`config.mk`:
```
export PLATFORM = sky130hd
export DESIGN_NAME = cache_ctrl_2way_flat
export DESIGN_NICKNAME = d
export VERILOG_FILES = /design/src/rtl/cache_ctrl_2way_if.sv /design/src/rtl/cache_ctrl_2way.sv /design/src/flat_wrapper.sv
export SDC_FILE = /design/constraint.sdc
export NUM_CORES = 1
export LEC_CHECK = 0
export ABC_CLOCK_PERIOD_IN_PS = 2100
export CAP_MARGIN = 30
export CORE_UTILIZATION = 40
export DETAILED_ROUTE_END_ITERATION = 16
export MAX_ROUTING_LAYER = met4
export PLACE_DENSITY = 0.72
export SLEW_MARGIN = 10
export SYNTH_ARGS = -nofsm -noshare
export SYNTH_HDL_FRONTEND = slang
export SYNTH_SLANG_ARGS = --single-unit
```
`constraint.sdc`:
```
create_clock -name clk -period 2.1 [get_ports clk]
set_input_delay 0.21 -clock clk [delete_from_list [all_inputs] [get_ports clk]]
set_output_delay 0.21 -clock clk [all_outputs]
set_load 0.05 [all_outputs]
```
`src/rtl/cache_ctrl_2way_if.sv`:
```
// Bus between the memory stage / cache ways / banked memory and the 2-way cache controller.
interface cache_ctrl_2way_if #(
  parameter int WPL = 4
);
  localparam int OFFW = $clog2(WPL) + 1;

  // request side and cache/memory status
  logic            rd;
  logic            wr;
  logic [OFFW-1:0] offset;
  logic [1:0]      hit;
  logic [1:0]      valid;
  logic [1:0]      dirty;
  logic            lru;
  logic [3:0]      busy;

  // controller outputs
  logic [1:0]      enable;
  logic            comp;
  logic            write;
  logic            valid_in;
  logic            mem_wr;
  logic            mem_rd;
  logic [OFFW-2:0] word_m;
  logic [OFFW-2:0] word_c;
  logic            lru_we;
  logic            lru_val;
  logic            cache_hit;
  logic            done;
  logic            stall_out;
  logic            err;

  modport slave (
    input  rd, wr, offset, hit, valid, dirty, lru, busy,
    output enable, comp, write, valid_in, mem_wr, mem_rd, word_m, word_c,
           lru_we, lru_val, cache_hit, done, stall_out, err
  );

  modport master (
    output rd, wr, offset, hit, valid, dirty, lru, busy,
    input  enable, comp, write, valid_in, mem_wr, mem_rd, word_m, word_c,
           lru_we, lru_val, cache_hit, done, stall_out, err
  );
endinterface

```
`src/rtl/cache_ctrl_2way.sv`:
```
// Controller FSM for a 2-way set-associative write-back/write-allocate cache:
// compare in IDLE, optional dirty-victim eviction, pipelined line fill, retry.
module cache_ctrl_2way #(
  parameter int WPL     = 4,
  parameter int MEM_LAT = 2
) (
  input logic               clk,
  input logic               rst,
  cache_ctrl_2way_if.slave  bus
);
  localparam int OFFW = $clog2(WPL) + 1;
  localparam int WW   = OFFW - 1;
  localparam int CW   = $clog2(WPL + MEM_LAT + 1);
  localparam logic [CW-1:0] LAST_WORD = CW'(WPL - 1);
  localparam logic [CW-1:0] N_WORDS   = CW'(WPL);
  localparam logic [CW-1:0] LAT       = CW'(MEM_LAT);
  localparam logic [CW-1:0] LAST_FILL = CW'(WPL + MEM_LAT - 1);

  typedef enum logic [2:0] {IDLE, EVICT, EVWAIT, FILL, RETRY} state_t;

  state_t        state_q, state_d;
  logic [CW-1:0] cnt_q, cnt_d;
  logic          victim_q, victim_d;
  logic          err_q, err_d;

  logic [1:0]    hv;
  logic [1:0]    vic_oh;
  logic          victim_sel;
  logic [CW-1:0] wcnt;
  logic          unused_offset_bit;

  assign hv                = bus.hit & bus.valid;
  assign vic_oh            = victim_q ? 2'b10 : 2'b01;
  assign wcnt              = cnt_q - LAT;
  assign unused_offset_bit = bus.offset[0];
  assign bus.err           = err_q;

  // victim choice on a miss: first invalid way (way0 first), otherwise the LRU way
  always_comb begin
    victim_sel = bus.lru;
    if (!bus.valid[0])      victim_sel = 1'b0;
    else if (!bus.valid[1]) victim_sel = 1'b1;
  end

  // state, counter, victim and sticky error registers
  always_ff @(posedge clk) begin
    if (rst) begin
      state_q  <= IDLE;
      cnt_q    <= '0;
      victim_q <= 1'b0;
      err_q    <= 1'b0;
    end else begin
      state_q  <= state_d;
      cnt_q    <= cnt_d;
      victim_q <= victim_d;
      err_q    <= err_d;
    end
  end

  // next-state and output decode
  always_comb begin
    state_d       = state_q;
    cnt_d         = cnt_q;
    victim_d      = victim_q;
    err_d         = err_q;
    bus.enable    = 2'b00;
    bus.comp      = 1'b0;
    bus.write     = 1'b0;
    bus.valid_in  = 1'b0;
    bus.mem_wr    = 1'b0;
    bus.mem_rd    = 1'b0;
    bus.word_m    = '0;
    bus.word_c    = '0;
    bus.lru_we    = 1'b0;
    bus.lru_val   = 1'b0;
    bus.cache_hit = 1'b0;
    bus.done      = 1'b0;
    bus.stall_out = 1'b0;
    case (state_q)
      IDLE: begin
        cnt_d = '0;
        if (bus.rd && bus.wr) begin
          err_d = 1'b1;
        end else if (bus.rd || bus.wr) begin
          bus.enable   = 2'b11;
          bus.comp     = 1'b1;
          bus.write    = bus.wr;
          bus.valid_in = bus.wr;
          bus.word_c   = bus.offset[OFFW-1:1];
          if (hv == 2'b11) err_d = 1'b1;
          if (|hv) begin
            bus.done      = 1'b1;
            bus.cache_hit = 1'b1;
            bus.lru_we    = 1'b1;
            bus.lru_val   = ~hv[1];
          end else begin
            bus.stall_out = 1'b1;
            victim_d      = victim_sel;
            state_d       = (bus.valid[victim_sel] && bus.dirty[victim_sel]) ? EVICT : FILL;
          end
        end
      end
      EVICT: begin
        // a busy bank holds the same word until it can be issued
        bus.stall_out = 1'b1;
        bus.enable    = vic_oh;
        bus.word_c    = cnt_q[WW-1:0];
        bus.word_m    = cnt_q[WW-1:0];
        if (!bus.busy[cnt_q[1:0]]) begin
          bus.mem_wr = 1'b1;
          if (cnt_q == LAST_WORD) begin
            cnt_d   = '0;
            state_d = EVWAIT;
          end else begin
            cnt_d = cnt_q + 1'b1;
          end
        end
      end
      EVWAIT: begin
        bus.stall_out = 1'b1;
        if (bus.busy == 4'b0000) state_d = FILL;
      end
      FILL: begin
        // reads lead cache writes by MEM_LAT cycles; cnt_q is the read index
        bus.stall_out = 1'b1;
        if (cnt_q < N_WORDS) begin
          bus.mem_rd = 1'b1;
          bus.word_m = cnt_q[WW-1:0];
        end
        if (cnt_q >= LAT) begin
          bus.enable   = vic_oh;
          bus.write    = 1'b1;
          bus.valid_in = 1'b1;
          bus.word_c   = wcnt[WW-1:0];
        end
        if (cnt_q == LAST_FILL) begin
          cnt_d   = '0;
          state_d = RETRY;
        end else begin
          cnt_d = cnt_q + 1'b1;
        end
      end
      RETRY: begin
        bus.enable   = vic_oh;
        bus.comp     = 1'b1;
        bus.write    = bus.wr;
        bus.valid_in = 1'b1;
        bus.word_c   = bus.offset[OFFW-1:1];
        bus.done     = 1'b1;
        bus.lru_we   = 1'b1;
        bus.lru_val  = ~victim_q;
        if (!(|hv)) err_d = 1'b1;
        state_d = IDLE;
      end
      default: state_d = IDLE;
    endcase
  end
endmodule

```
`src/flat_wrapper.sv`:
```
// flat-port wrapper written by rule: the top's interface ports become plain ports
module cache_ctrl_2way_flat 
#(
  parameter int WPL     = 4,
  parameter int MEM_LAT = 2
)
  (clk, rst, bus_rd, bus_wr, bus_offset, bus_hit, bus_valid, bus_dirty, bus_lru, bus_busy, bus_enable, bus_comp, bus_write, bus_valid_in, bus_mem_wr, bus_mem_rd, bus_word_m, bus_word_c, bus_lru_we, bus_lru_val, bus_cache_hit, bus_done, bus_stall_out, bus_err);
  cache_ctrl_2way_if #(.WPL(WPL)) bus_i ();
  input logic clk;
  input logic rst;
  input wire logic [$bits(bus_i.rd)-1:0] bus_rd;
  input wire logic [$bits(bus_i.wr)-1:0] bus_wr;
  input wire logic [$bits(bus_i.offset)-1:0] bus_offset;
  input wire logic [$bits(bus_i.hit)-1:0] bus_hit;
  input wire logic [$bits(bus_i.valid)-1:0] bus_valid;
  input wire logic [$bits(bus_i.dirty)-1:0] bus_dirty;
  input wire logic [$bits(bus_i.lru)-1:0] bus_lru;
  input wire logic [$bits(bus_i.busy)-1:0] bus_busy;
  output wire logic [$bits(bus_i.enable)-1:0] bus_enable;
  output wire logic [$bits(bus_i.comp)-1:0] bus_comp;
  output wire logic [$bits(bus_i.write)-1:0] bus_write;
  output wire logic [$bits(bus_i.valid_in)-1:0] bus_valid_in;
  output wire logic [$bits(bus_i.mem_wr)-1:0] bus_mem_wr;
  output wire logic [$bits(bus_i.mem_rd)-1:0] bus_mem_rd;
  output wire logic [$bits(bus_i.word_m)-1:0] bus_word_m;
  output wire logic [$bits(bus_i.word_c)-1:0] bus_word_c;
  output wire logic [$bits(bus_i.lru_we)-1:0] bus_lru_we;
  output wire logic [$bits(bus_i.lru_val)-1:0] bus_lru_val;
  output wire logic [$bits(bus_i.cache_hit)-1:0] bus_cache_hit;
  output wire logic [$bits(bus_i.done)-1:0] bus_done;
  output wire logic [$bits(bus_i.stall_out)-1:0] bus_stall_out;
  output wire logic [$bits(bus_i.err)-1:0] bus_err;
  assign bus_i.rd = bus_rd;
  assign bus_i.wr = bus_wr;
  assign bus_i.offset = bus_offset;
  assign bus_i.hit = bus_hit;
  assign bus_i.valid = bus_valid;
  assign bus_i.dirty = bus_dirty;
  assign bus_i.lru = bus_lru;
  assign bus_i.busy = bus_busy;
  assign bus_enable = bus_i.enable;
  assign bus_comp = bus_i.comp;
  assign bus_write = bus_i.write;
  assign bus_valid_in = bus_i.valid_in;
  assign bus_mem_wr = bus_i.mem_wr;
  assign bus_mem_rd = bus_i.mem_rd;
  assign bus_word_m = bus_i.word_m;
  assign bus_word_c = bus_i.word_c;
  assign bus_lru_we = bus_i.lru_we;
  assign bus_lru_val = bus_i.lru_val;
  assign bus_cache_hit = bus_i.cache_hit;
  assign bus_done = bus_i.done;
  assign bus_stall_out = bus_i.stall_out;
  assign bus_err = bus_i.err;
  cache_ctrl_2way #(.WPL(WPL), .MEM_LAT(MEM_LAT)) u_core (.clk(clk), .rst(rst), .bus(bus_i));
endmodule
```
==> flow_summary.toml <==
[status]
outcome = "complete, no violations"

[placed_design]
place_ws_ps = 36.4
port_buffers = 33
dp.cells = 182
place_hpwl_um = 1990
gp_congestion = 0.852
postPlaceCellArea_um2 = 1450

[critical_path]
cp_slowest_cell = "dfxtp_2"
path_cells = "inv_1 > ha_1 > nor3_2 > nand2_1 > a32oi_1 > o22ai_1 > buf_12"
crit_start = "u_core.cnt_q[0]"
setup.worst_path.start_class = "flop"
cpLargestDelayFamily = "compound AO/OA/AOI/OAI gates"
worst_ep_required_time_ps = 1890
cp_num_buf_inv = 2
r2r-end = "u_core.cnt_q[2]"
critPathCapture = "bus_enable[0]"
path_class = "flop to output port"
path_depth = 7
crit_path_max_fanout = 5
cp.arrival_ps = 1810
r2r_cells = 4
end_kind = "output port"
slowest_delay_ps = 380
reg2reg_slack_ps = 440
r2r_start = "u_core.cnt_q[0]"

[synth]
yosysSeqAreaShare = 0.173
synthCells = 124
synth_edf_count = 0
syn-cell-area_um2 = 926
syn-mean-instance-area_um2 = 7.47
ys_types = 39
netlist.area_leader.share = 0.173
ys_ff_latch = 8
syn_nets = 151
yosysWarnings = 0
yosys.area.top_type = "dfxtp_1"
async_reset_ff_frac = 0
ys.flop_type = "dfxtp_1"
synth.area.top_cells = "dfxtp_1 17%, ha_1 12%, nor2_1 6.9%"

[sta]
finalSetupViolCount = 0
rsz0062_at_grt = "yes"
hold_viol_final = 0
tightest_slew_ps = 742
finalCritPeriodShare = 0.960
timing.fmax_mhz = 496
setup_ws_ps = 84.8
fin_tns_setup_ps = 0
fin_crit_ps = 2020
fin_skew_ps = 1.68
slew_headroom = 0.505
maxSlewViolCount = 0

[routing]
vias = 1000
drt_wl_total_um = 2470
drtIter0Drc = 9
drcViolationCount = 0
wl_per_cell_um = 13.4
ant_nets = 0
dr.pass1.iters = 4
avgViaCountPerCell = 5.41

[global_routing]
antenna_found_initial = 0
grt_pass1_vias = 972
grt_usage = 0.215
grt_start_max_net_pins = 23
grt_overflow_total = 0
grt_pass1_wl_um = 4060

[floorplan]
die_h_um = 50.1
row_count = 17
die_x_um = 50.1
die_area_um2 = 2510
core_area_um2 = 2190
initial_core_util = 0.423
io_pins = 35

[final_layout]
n_antenna_cell = 0
drive_above_1_share = 0.255
mostFrequentLayoutCells = "17 x clkdlybuf4s50_1, 15 x buf_12, 14 x nor2_1"
instances_no_fill = 185
final_cell_area_um2 = 1480
area_delta_synth_final_pct = 60.0
nNetsFinal = 186
final_common_cell = "clkdlybuf4s50_1"

[clocking]
clk_pin_slew_ps = 60
clk_latency_ps = 260
cts_made_buffers = 3
cts_root_buf = "clkbuf_4"
cts_tree = "built"
cts.sinks = 8
h-tree-depth = 1
clock_path_buffers = 2

[power_and_ir_drop]
total_power_mw = 1.16
p_per_area_nw_per_um2 = 783
leakage_nw = 0.588
ir_worst_vdd_uv = 685

[min_path]
hold_path_class = "flop to flop"

[run]
max-cap-violations = 0
[worst min-delay path: cells and delay by family (launching register included)]
family          cells  cell delay [ps]
compound gates      1               50
flops               1              330
simple gates        1               70
[cell usage after synthesis (2+ instances only)]
library cell  instances
a32oi_1               2
a22o_1                3
dfxtp_1               8
o22ai_1               3
a21oi_1               6
mux2i_1               5
nand4_1               2
and3_1                3
clkbuf_1              3
nand2_1              10
nor2b_1               3
nor4b_2               2
ha_1                  9
inv_1                11
nor3_1                4
o21ai_0               6
or2_2                 2
nor2_1               17
nand3_1               2
nand2b_1              3
o211ai_1              2
[stage by stage]
| stage | hold WS, ps | utilization |
|---|---|---|
| after CTS | 501 | 0.671 |
| after floorplan | 463 | - |
| after global placement | 467 | 0.660 |
| final | 490 | 0.676 |
| after global routing | 522 | 0.676 |
| after detailed placement | 483 | 0.660 |
[worst min-delay path by stage]
stage | to | slack [ps] | depth (start not counted) | start
after floorplan | u_core.victim_q | 460 | 3 | bus_valid[0]
after global placement | u_core.bus.err | 470 | 2 | u_core.bus.err
after detailed placement | u_core.bus.err | 480 | 2 | u_core.bus.err
after CTS | u_core.bus.err | 500 | 2 | u_core.bus.err
after global routing | u_core.bus.err | 520 | 2 | u_core.bus.err
final | u_core.bus.err | 490 | 2 | u_core.bus.err
[sequential cells by signal, indices dropped and copies added (netlist names)]
name,count
u_core.state_q,3
u_core.victim_q,1
u_core.cnt_q,3
u_core.bus.err,1
[where the power goes]
group | switching [mW] | internal [mW]
combinational | 0.461 | 0.369
sequential | 0.0353 | 0.172
clock | 0.0575 | 0.0658
total | 0.554 | 0.606
[layer usage]
metal  track usage  wire length (um)  up-vias
li1              -                 -      510
met1         0.250              1090      457
met2         0.367              1240       29
met3        0.0617               119        4
met4        0.0381                25        0
met5             -                 0        -
[timing repair]
action	in CTS	in global routing
setup endpoints to repair	2	5
buffers inserted	0	0
hold buffers	0	0
gates resized for setup	1	3
[layout make-up]
cell class              instances  area (um2)
flip-flops and latches          8         161
well taps                      28        35.0
inverters                      11        41.3
multi-input cells              98         713
fillers                       191         709
clock buffers                   3        22.5
repair buffers                 37         508
[kinds of logic after synthesis]
family	synth area share
compound gates	0.237
fa+ha+maj	0.122
buf+inv	0.0797
flops	0.173
mux	0.0905
simple gates	0.299
Note: power is estimated with default switching activity, not from simulation.
